--- config.mk ---
export PLATFORM = sky130hd
export DESIGN_NAME = writeback_unit
export DESIGN_NICKNAME = d
export VERILOG_FILES = /design/src/rtl/writeback_unit.sv
export SDC_FILE = /design/constraint.sdc
export NUM_CORES = 1
export LEC_CHECK = 0
export ABC_AREA = 0
export BUFFER_PORTS_ARGS = -buffer_cell sky130_fd_sc_hd__buf_2
export CAP_MARGIN = 20
export CORE_UTILIZATION = 55
export DETAILED_ROUTE_END_ITERATION = 10
export GPL_TIMING_DRIVEN = 1
export HOLD_SLACK_MARGIN = 0.06
export PLACE_DENSITY_LB_ADDON = 0.08
export SYNTH_ARGS = -nofsm -noshare
export SYNTH_HDL_FRONTEND = slang
export SYNTH_SLANG_ARGS = --single-unit
--- constraint.sdc ---
create_clock -name clk -period 3.45 [get_ports clk]
set_clock_uncertainty 0.2 [all_clocks]
set_input_delay 0.69 -clock clk [delete_from_list [all_inputs] [get_ports clk]]
set_output_delay 0.69 -clock clk [all_outputs]
set_load 0.03 [all_outputs]
--- src/rtl/writeback_unit.sv ---
// writeback_unit: merges ALU and buffered memory results onto the register file write port; keeps a per-register busy scoreboard.
// Latency: ALU result written 1 cycle after acceptance; memory result written 2 cycles after its push into an empty FIFO.
// Backpressure: mem_ready low while the FIFO is full; ALU has none and starves the FIFO. WB_FORWARD_EN adds write-port forwarding.
module writeback_unit #(
    parameter int XLEN       = 32,
    parameter int FIFO_DEPTH = 4
) (
    input  logic            clk,
    input  logic            rst,
    input  logic            alu_valid,
    input  logic [4:0]      alu_rd,
    input  logic [XLEN-1:0] alu_data,
    input  logic            mem_valid,
    output logic            mem_ready,
    input  logic [4:0]      mem_rd,
    input  logic [XLEN-1:0] mem_data,
    input  logic            issue_valid,
    input  logic [4:0]      issue_rd,
    output logic            issue_ready,
    input  logic [4:0]      rs1,
    input  logic [4:0]      rs2,
    output logic            rs1_busy,
    output logic            rs2_busy,
`ifdef WB_FORWARD_EN
    output logic            fwd1_hit,
    output logic [XLEN-1:0] fwd1_data,
    output logic            fwd2_hit,
    output logic [XLEN-1:0] fwd2_data,
`endif
    output logic            reg_write,
    output logic [4:0]      rd,
    output logic [XLEN-1:0] write_data
);
    localparam int PTR_W = $clog2(FIFO_DEPTH);
    localparam int CNT_W = PTR_W + 1;

    typedef struct packed {
        logic [4:0]      rd;
        logic [XLEN-1:0] data;
    } wb_entry_t;

    wb_entry_t        fifo_mem [FIFO_DEPTH];
    wb_entry_t        head;
    logic [PTR_W-1:0] wr_ptr;
    logic [PTR_W-1:0] rd_ptr;
    logic [CNT_W-1:0] count;
    logic             push;
    logic             pop;
    logic             fifo_empty;

    // Ready comes from the registered count only; a same-cycle pop does not free a slot.
    assign fifo_empty = (count == '0);
    assign mem_ready  = (count < CNT_W'(FIFO_DEPTH));
    assign push       = mem_valid && mem_ready;
    assign pop        = !alu_valid && !fifo_empty;
    assign head       = fifo_mem[rd_ptr];

    always_ff @(posedge clk) begin
        if (push) begin
            fifo_mem[wr_ptr] <= wb_entry_t'{rd: mem_rd, data: mem_data};
        end
    end

    always_ff @(posedge clk or posedge rst) begin
        if (rst) begin
            wr_ptr <= '0;
            rd_ptr <= '0;
            count  <= '0;
        end else begin
            if (push) wr_ptr <= wr_ptr + 1'b1;
            if (pop)  rd_ptr <= rd_ptr + 1'b1;
            case ({push, pop})
                2'b10:   count <= count + 1'b1;
                2'b01:   count <= count - 1'b1;
                default: count <= count;
            endcase
        end
    end

    logic            sel_vld;
    logic            sel_from_mem;
    logic [4:0]      sel_rd;
    logic [XLEN-1:0] sel_data;

    always_comb begin
        sel_vld      = 1'b0;
        sel_from_mem = 1'b0;
        sel_rd       = '0;
        sel_data     = '0;
        if (alu_valid) begin
            sel_vld  = 1'b1;
            sel_rd   = alu_rd;
            sel_data = alu_data;
        end else if (!fifo_empty) begin
            sel_vld      = 1'b1;
            sel_from_mem = 1'b1;
            sel_rd       = head.rd;
            sel_data     = head.data;
        end
    end

    logic wb_from_mem;

    // x0 results are consumed but never raise reg_write.
    always_ff @(posedge clk or posedge rst) begin
        if (rst) begin
            reg_write   <= 1'b0;
            wb_from_mem <= 1'b0;
            rd          <= '0;
            write_data  <= '0;
        end else begin
            reg_write   <= sel_vld && (sel_rd != 5'd0);
            wb_from_mem <= sel_from_mem && (sel_rd != 5'd0);
            if (sel_vld) begin
                rd         <= sel_rd;
                write_data <= sel_data;
            end
        end
    end

    logic [31:0] busy;
    logic [31:0] set_vec;
    logic [31:0] clr_vec;

    assign issue_ready = ~busy[issue_rd];

    always_comb begin
        set_vec = '0;
        clr_vec = '0;
        if (issue_valid && issue_ready && (issue_rd != 5'd0)) set_vec[issue_rd] = 1'b1;
        if (reg_write && wb_from_mem) clr_vec[rd] = 1'b1;
    end

    // Set is OR-ed after the clear so a same-edge reissue keeps the register busy.
    always_ff @(posedge clk or posedge rst) begin
        if (rst) begin
            busy <= '0;
        end else begin
            busy <= ((busy & ~clr_vec) | set_vec) & ~32'd1;
        end
    end

`ifdef WB_FORWARD_EN
    assign fwd1_hit  = reg_write && (rd == rs1) && (rd != 5'd0);
    assign fwd2_hit  = reg_write && (rd == rs2) && (rd != 5'd0);
    assign fwd1_data = write_data;
    assign fwd2_data = write_data;
    assign rs1_busy  = busy[rs1] && !fwd1_hit;
    assign rs2_busy  = busy[rs2] && !fwd2_hit;
`else
    assign rs1_busy  = busy[rs1];
    assign rs2_busy  = busy[rs2];
`endif

endmodule

==> summary.txt, run 1 <==
Outcome
  – Status: finished clean

STA
  – Max-slew violation count: 0
  – Final setup fails: 0
  – TNS Setup: 0 ps
  – Slew @ Worst Pin: 993 ps
  – Fin crit period: 3320 ps
  – Hold Vio Cnt, Final: 0
  – Unrepaired setup endpoints after global routing: false
  – Slew HR: 33.7%
  – Worst Hold Slack: 199 ps
  – Final period util: between 90 and 100%
  – Maximum clock rate: 301 MHz

Clock network
  – TritonCTS clock tree: built
  – # H-tree levels: 1
  – CTS Root Cell: clkbuf_16
  – Cts bufs inserted: 23
  – Clock-pin slew on the worst setup and hold paths: 60 ps
  – Worst-Skew Late Latency: 500 ps
  – Clk sink count: 225
  – Clock Path Buffers: 3

Power and ir drop
  – Clk network pwr share: approximately a quarter
  – Leakage power: around 4.2 nW
  – Combinational Power Share: between 20% and 30%
  – Peak supply drop: 0.475 mV
  – Internal power: 6.13 mW
  – Sw power: 3.01 mW
  – Reg power frac: 44.4%
  – Power Density: about 830 nW/um^2
  – Switching part of the total: between 30% and 40%

Routing
  – Avg WL per Cell: 21.9 microns
  – Final WL: 20400 microns
  – Routed Antenna Nets: 0
  – DRC Markers: 0
  – Iteration-0 DRC Markers: 582
  – Via/cell ratio: 6.14
  – Via count: about 5.7k
  – DR pass1 iterations: 9

Global route
  – Vias in the first global route: 5898
  – Global-route wire length before repair: approximately 32000 microns
  – Total Routing Usage GR: 23.8%
  – Largest net degree at the start of global routing: 54
  – Initial antenna violation count: 2
  – Total grt overflow: 0

Critical path
  – Critical Path AT: 2430 ps
  – Worst Setup Path Type: input pin to primary output
  – Startpoint Class: input pin
  – Worst Setup End Kind: primary output
  – Maximum net fanout on the critical path: 8
  – Worst EP required: 2560 ps

Die
  – IO Pins: 136
  – Die height: 133 microns
  – FP Rows: 47
  – Die Wd: 133 microns
  – Starting density of the core: approximately 56%
  – Die area: 17600 sq um
  – Core Area: 16600 sq um

Placed design
  – Placed Area: around 10000 sq um
  – Detail Placement HPWL: 13300 microns
  – Port Buffers: 135
  – Final GP Congestion: 0.965
  – Dpl cells: 885

Logic synthesis
  – Post-synth top area share: 47.4%
  – Synthesis warning total: 0
  – Syn Nets: around 650
  – Unique masters post-synth: 38
  – Synth Flop Type: edfxtp_1
  – Mapped cell area: approximately 9400 sq um
  – Seq/Total Area, Yosys: 67.9%
  – Post-synth ARST share: between 30% and 40%
  – Largest cells by area after synthesis: edfxtp_1 (47%), dfrtp_1 (21%), mux4_2 (15%)
  – Post-synth top cells: edfxtp_1 (148), dfrtp_1 (77), o21ai_0 (64), mux4_2 (61), inv_1 (44)
  – #FFs+latches synth: 225
  – Area leader, netlist: edfxtp_1
  – Post-synthesis instance total: approximately 550
  – EDFF count, synth: roughly 150
  – Mapped Avg Cell Area: ~17 sq um
  – Top-count cell post-synth: edfxtp_1

Final layout
  – Area delta synth->final: 18.0%
  – NumNets Final: 792
  – Final Non-Filler Cells: a little over 900
  – Fill count: ~1.2k
  – Post-route cell area: 11100 sq um
  – Layout cells sized above 1: 37.1%

Flow run
  – Max Cap Violations: 0

Hold path
  – Hold Path Class: input pin to flop
logic make-up after synthesis:
group | Yosys count | share of synthesized area [%]
flops | 225 | 67.9
compound gates | 109 | 7.96
buf+inv | 76 | 3.30
mux | 73 | 16.0
simple gates | 57 | 3.38
xor+xnor | 6 | 0.560
fa+ha+maj | 6 | 0.880
cell usage in the layout (no fill, tap or decap), types with 3 or more instances in the layout:
master      synthesis  layout
o21ai_0            64      64
clkinvlp_4          0       3
and2_2              0       4
xnor2_1             5       5
ha_1                5       5
buf_2               7     135
a222oi_1           32      32
clkbuf_16           0      23
dfrtp_1            77      75
mux2_2              5       5
edfxtp_1          148     148
mux2i_1             7       7
nand3_1             3       3
nor2_1              6       5
buf_4               0       9
a22oi_1             4       4
clkinv_2            0       6
a221oi_1            3       3
inv_1              44      43
or3b_2              4       4
nand2_1            16      16
or3_1               7       7
nand3b_1            4       4
mux4_2             61      61
flip-flops by register name, indices dropped and copies added (netlist names):
name         flops
busy            31
wr_ptr           2
rd_ptr           2
count            3
wb_from_mem      1
fifo_mem       148
rd               5
reg_write        1
write_data      32
final timing paths:
check | from | end | slack (ps) | cells after the start
max in group asynchronous | rst | write_data[3] | 1890 | 5
min reg2reg | write_data[31] | write_data[31] | 300 | 2
min in group asynchronous | rst | busy[21] | 430 | 3
max | rs1[0] | rs1_busy | 130 | 5
min | mem_data[17] | fifo_mem[2][17] | 200 | 1
max reg2reg | count[0] | wb_from_mem | 1150 | 6
power by group through the flow:
| stage | sequential (mW) | clock [mW] | combinational (mW) |
|---|---|---|---|
| after floorplan | 4.19 | 0 | 1.73 |
| after global placement | 4.06 | 0 | 2.64 |
| after detailed placement | 4.10 | 0 | 2.71 |
| after CTS | 4.05 | 2.43 | 2.73 |
| after global routing | 4.13 | 2.54 | 2.91 |
| final | 4.06 | 2.39 | 2.69 |
stage by stage:
step | total power [mW] | setup slack (ps) | utilization [%]
after floorplan | 5.92 | 156 | -
after global placement | 6.70 | 155 | 61.8
after detailed placement | 6.82 | 108 | 61.8
after CTS | 9.21 | 108 | 66.3
after global routing | 9.58 | 66.0 | 66.5
final | 9.15 | 130 | 66.5
repair_timing:
action	CTS	global route
hold buffers	0	1
resized for setup	0	0
hold endpoints to repair	0	7
buffers inserted	0	0
critical path, cell delays in order:
cell and delay (ps):
buf_2 250, mux4_2 550, mux4_2 490, mux2_2 270
buf_2 170
per-layer routing:
metal	wire length [microns]	share of wire [%]	GRT usage, %	up-vias
met5	13	0.064	0	-
met4	214	1.1	4.92	2
met3	1170	5.7	3.79	23
li1	-	-	-	2499
met2	10400	51	40.5	219
met1	8580	42	33.0	2969
area by class of cell:
class / instances / area, sq um / share of cell area, %
Clock inverter: 17 / 155 / 1.40
Clock buffer: 25 / 583 / 5.27
Sequential cell: 225 / 6370 / 57.6
Inverter: 44 / 166 / 1.50
Timing Repair Buffer: 147 / 801 / 7.23
Tap cell: 220 / 275 / 2.49
Multi-Input combinational cell: 251 / 2710 / 24.5
Antenna cell: 1 / 2.50 / 0.0226
No activity file was read; power rests on OpenSTA's default activity.
==> run 2: changes to the inputs <==
--- a/config.mk
+++ b/config.mk
@@ -8,7 +8,7 @@
 export ABC_AREA = 0
 export BUFFER_PORTS_ARGS = -buffer_cell sky130_fd_sc_hd__buf_2
 export CAP_MARGIN = 20
-export CORE_UTILIZATION = 55
+export CORE_UTILIZATION = 57
 export DETAILED_ROUTE_END_ITERATION = 10
 export GPL_TIMING_DRIVEN = 1
 export HOLD_SLACK_MARGIN = 0.06
==> summary.txt, run 2 (synthesis results as in run 1) <==
Outcome
  – Status: finished clean

Die
  – Die Wd: ~130 microns
  – Die height: 130 microns
  – Die area: ~17000 sq um
  – Core Area: around 16000 sq um
  – IO Pins: 136
  – Starting density of the core: 58.6%
  – FP Rows: 46

Critical path
  – Most frequent CP cell: buf_2
  – Worst Setup Path Type: input pin to primary output
  – Max incr delay on CP: 430 ps
  – R2R depth: 6
  – CP max-delay cell: a221oi_1
  – Critical R2R Launch: count[0]
  – R2R Path End: wb_from_mem
  – Worst Setup End Kind: primary output
  – R2R setup slack: about 1100 ps
  – Critical Path AT: 2410 ps
  – Worst EP required: about 2600 ps
  – Startpoint Class: input pin
  – Worst-path cell chain: buf_2 -> mux2_2 -> a221oi_1 -> nor2_1 -> nor3_1 -> buf_2
  – Maximum net fanout on the critical path: 15

Final layout
  – Biggest regs: fifo_mem (148), write_data (32), busy (31)
  – Area delta synth->final: 19.4%
  – Layout cells sized above 1: 37.4%
  – NumNets Final: 792
  – Reg with most FFs: fifo_mem
  – Final Non-Filler Cells: just over 900
  – Post-route cell area: 11200 sq um
  – Max reg flops: approximately 150
  – Commonest non-fill, non-tap cell in the layout: edfxtp_1
  – Fill count: 1078
  – Commonest cells after routing, fill and taps aside: edfxtp_1 (148), buf_2 (135), dfrtp_1 (75), o21ai_0 (64), mux4_2 (61)

Clock network
  – Worst-Skew Late Latency: 510 ps
  – # hold bufs at CTS: 0
  – CTS Root Cell: clkbuf_16
  – Cts bufs inserted: 23
  – Clock-pin slew on the worst setup and hold paths: 60 ps
  – # H-tree levels: 1
  – Clk sink count: roughly 230
  – Post-CTS setup buffers: 0
  – Post-CTS sizing: 0
  – TritonCTS clock tree: built
  – Clock Path Buffers: 3

Global route
  – Initial antenna violation count: 1
  – Global-route wire length before repair: 31700 microns
  – Met3 global-route usage: approximately 5.6%
  – GR peak layer: met2
  – Total grt overflow: 0
  – Met1 Usage GRT: 33.8%
  – Total Routing Usage GR: 25.4%
  – Vias in the first global route: 5729
  – Largest net degree at the start of global routing: 78
  – Met2 usage: 42.8%

Hold path
  – Hold Path Class: input pin to async pin

Placed design
  – Detail Placement HPWL: 13800 microns
  – Dpl cells: 883
  – Final GP Congestion: ~0.96
  – Port Buffers: ~140
  – Placed Area: 10400 sq um
  – Place WS: 160 ps

Routing
  – Iteration-0 DRC Markers: 448
  – Avg WL per Cell: 22.5 microns
  – Via count: 5769
  – DRC Markers: 0
  – DR pass1 iterations: 7
  – Routed Antenna Nets: 0
  – Final WL: around 21000 microns
  – Via/cell ratio: 6.23

STA
  – Maximum clock rate: roughly 300 MHz
  – Slew @ Worst Pin: 596 ps
  – Setup slack after layout: roughly 150 ps
  – Fin crit period: 3300 ps
  – Slew HR: 60.3%
  – Max-slew violation count: 0
  – TNS Setup: 0 ps
  – Unrepaired setup endpoints after global routing: false
  – Final period util: 95.6%
  – Final setup fails: 0
  – Hold Vio Cnt, Final: 0

Power and ir drop
  – Power consumption: ~9.5 mW
  – Peak supply drop: 0.596 mV
  – Power Density: 845 nW/um^2
  – Leakage power: 4.30 nW

Flow run
  – Max Cap Violations: 0
run 2: cell count changes in the layout (fill, tap and decap cells not counted), moves of 3 or more:
cell / before / now
clkinvlp_4: 3 / 0
clkbuf_8: 0 / 6
buf_12: 1 / 6
buf_4: 9 / 6
run 2: where the power goes:
part / switching, mW / internal [mW]
clock: 0.987 / 1.67
combinational: 1.51 / 1.23
sequential: 0.542 / 3.54
run 2: how the worst max path moves through the flow:
stage	start	depth (start not counted)	slack [ps]	endpoint
floorplan	issue_rd[0]	6	160	issue_ready
global placement	rs2[0]	5	200	rs2_busy
detailed placement	rs1[0]	5	160	rs1_busy
CTS	rs1[0]	5	150	rs1_busy
global route	rs1[0]	5	90	rs1_busy
finish	issue_rd[0]	6	150	issue_ready
run 2: final cells by class:
cell class	count	area [sq um]	share of cell area (%)
inverter	44	166	1.49
clock buffer	32	669	5.98
sequential	225	6370	56.9
tap	216	270	2.41
timing repair buffer	147	841	7.51
antenna	1	2.50	0.0223
multi-input combinational	251	2710	24.2
clock inverter	10	169	1.51
run 2: metrics by stage:
stage          hold slack, ps  utilization, %
2_1_floorplan             261               -
3_3_place_gp              266            64.8
3_5_place_dp              273            64.8
4_1_cts                  75.6            70.0
5_1_grt                  84.6            70.0
6_report                 53.3            70.0
run 2: critical path, delay by kind of cell:
family                 cells  cell delay, ps
muxes                      1             380
buffers and inverters      2             580
AOI/OAI and AO/OA          1             430
and+or+nand+nor            2             320
run 2: per-layer routing:
metal  up-vias  routed length (microns)
met5         -                        0
met4         0                      257
met3        25                     1410
met2       234                    10800
met1      2998                     8410
li1       2512                        -
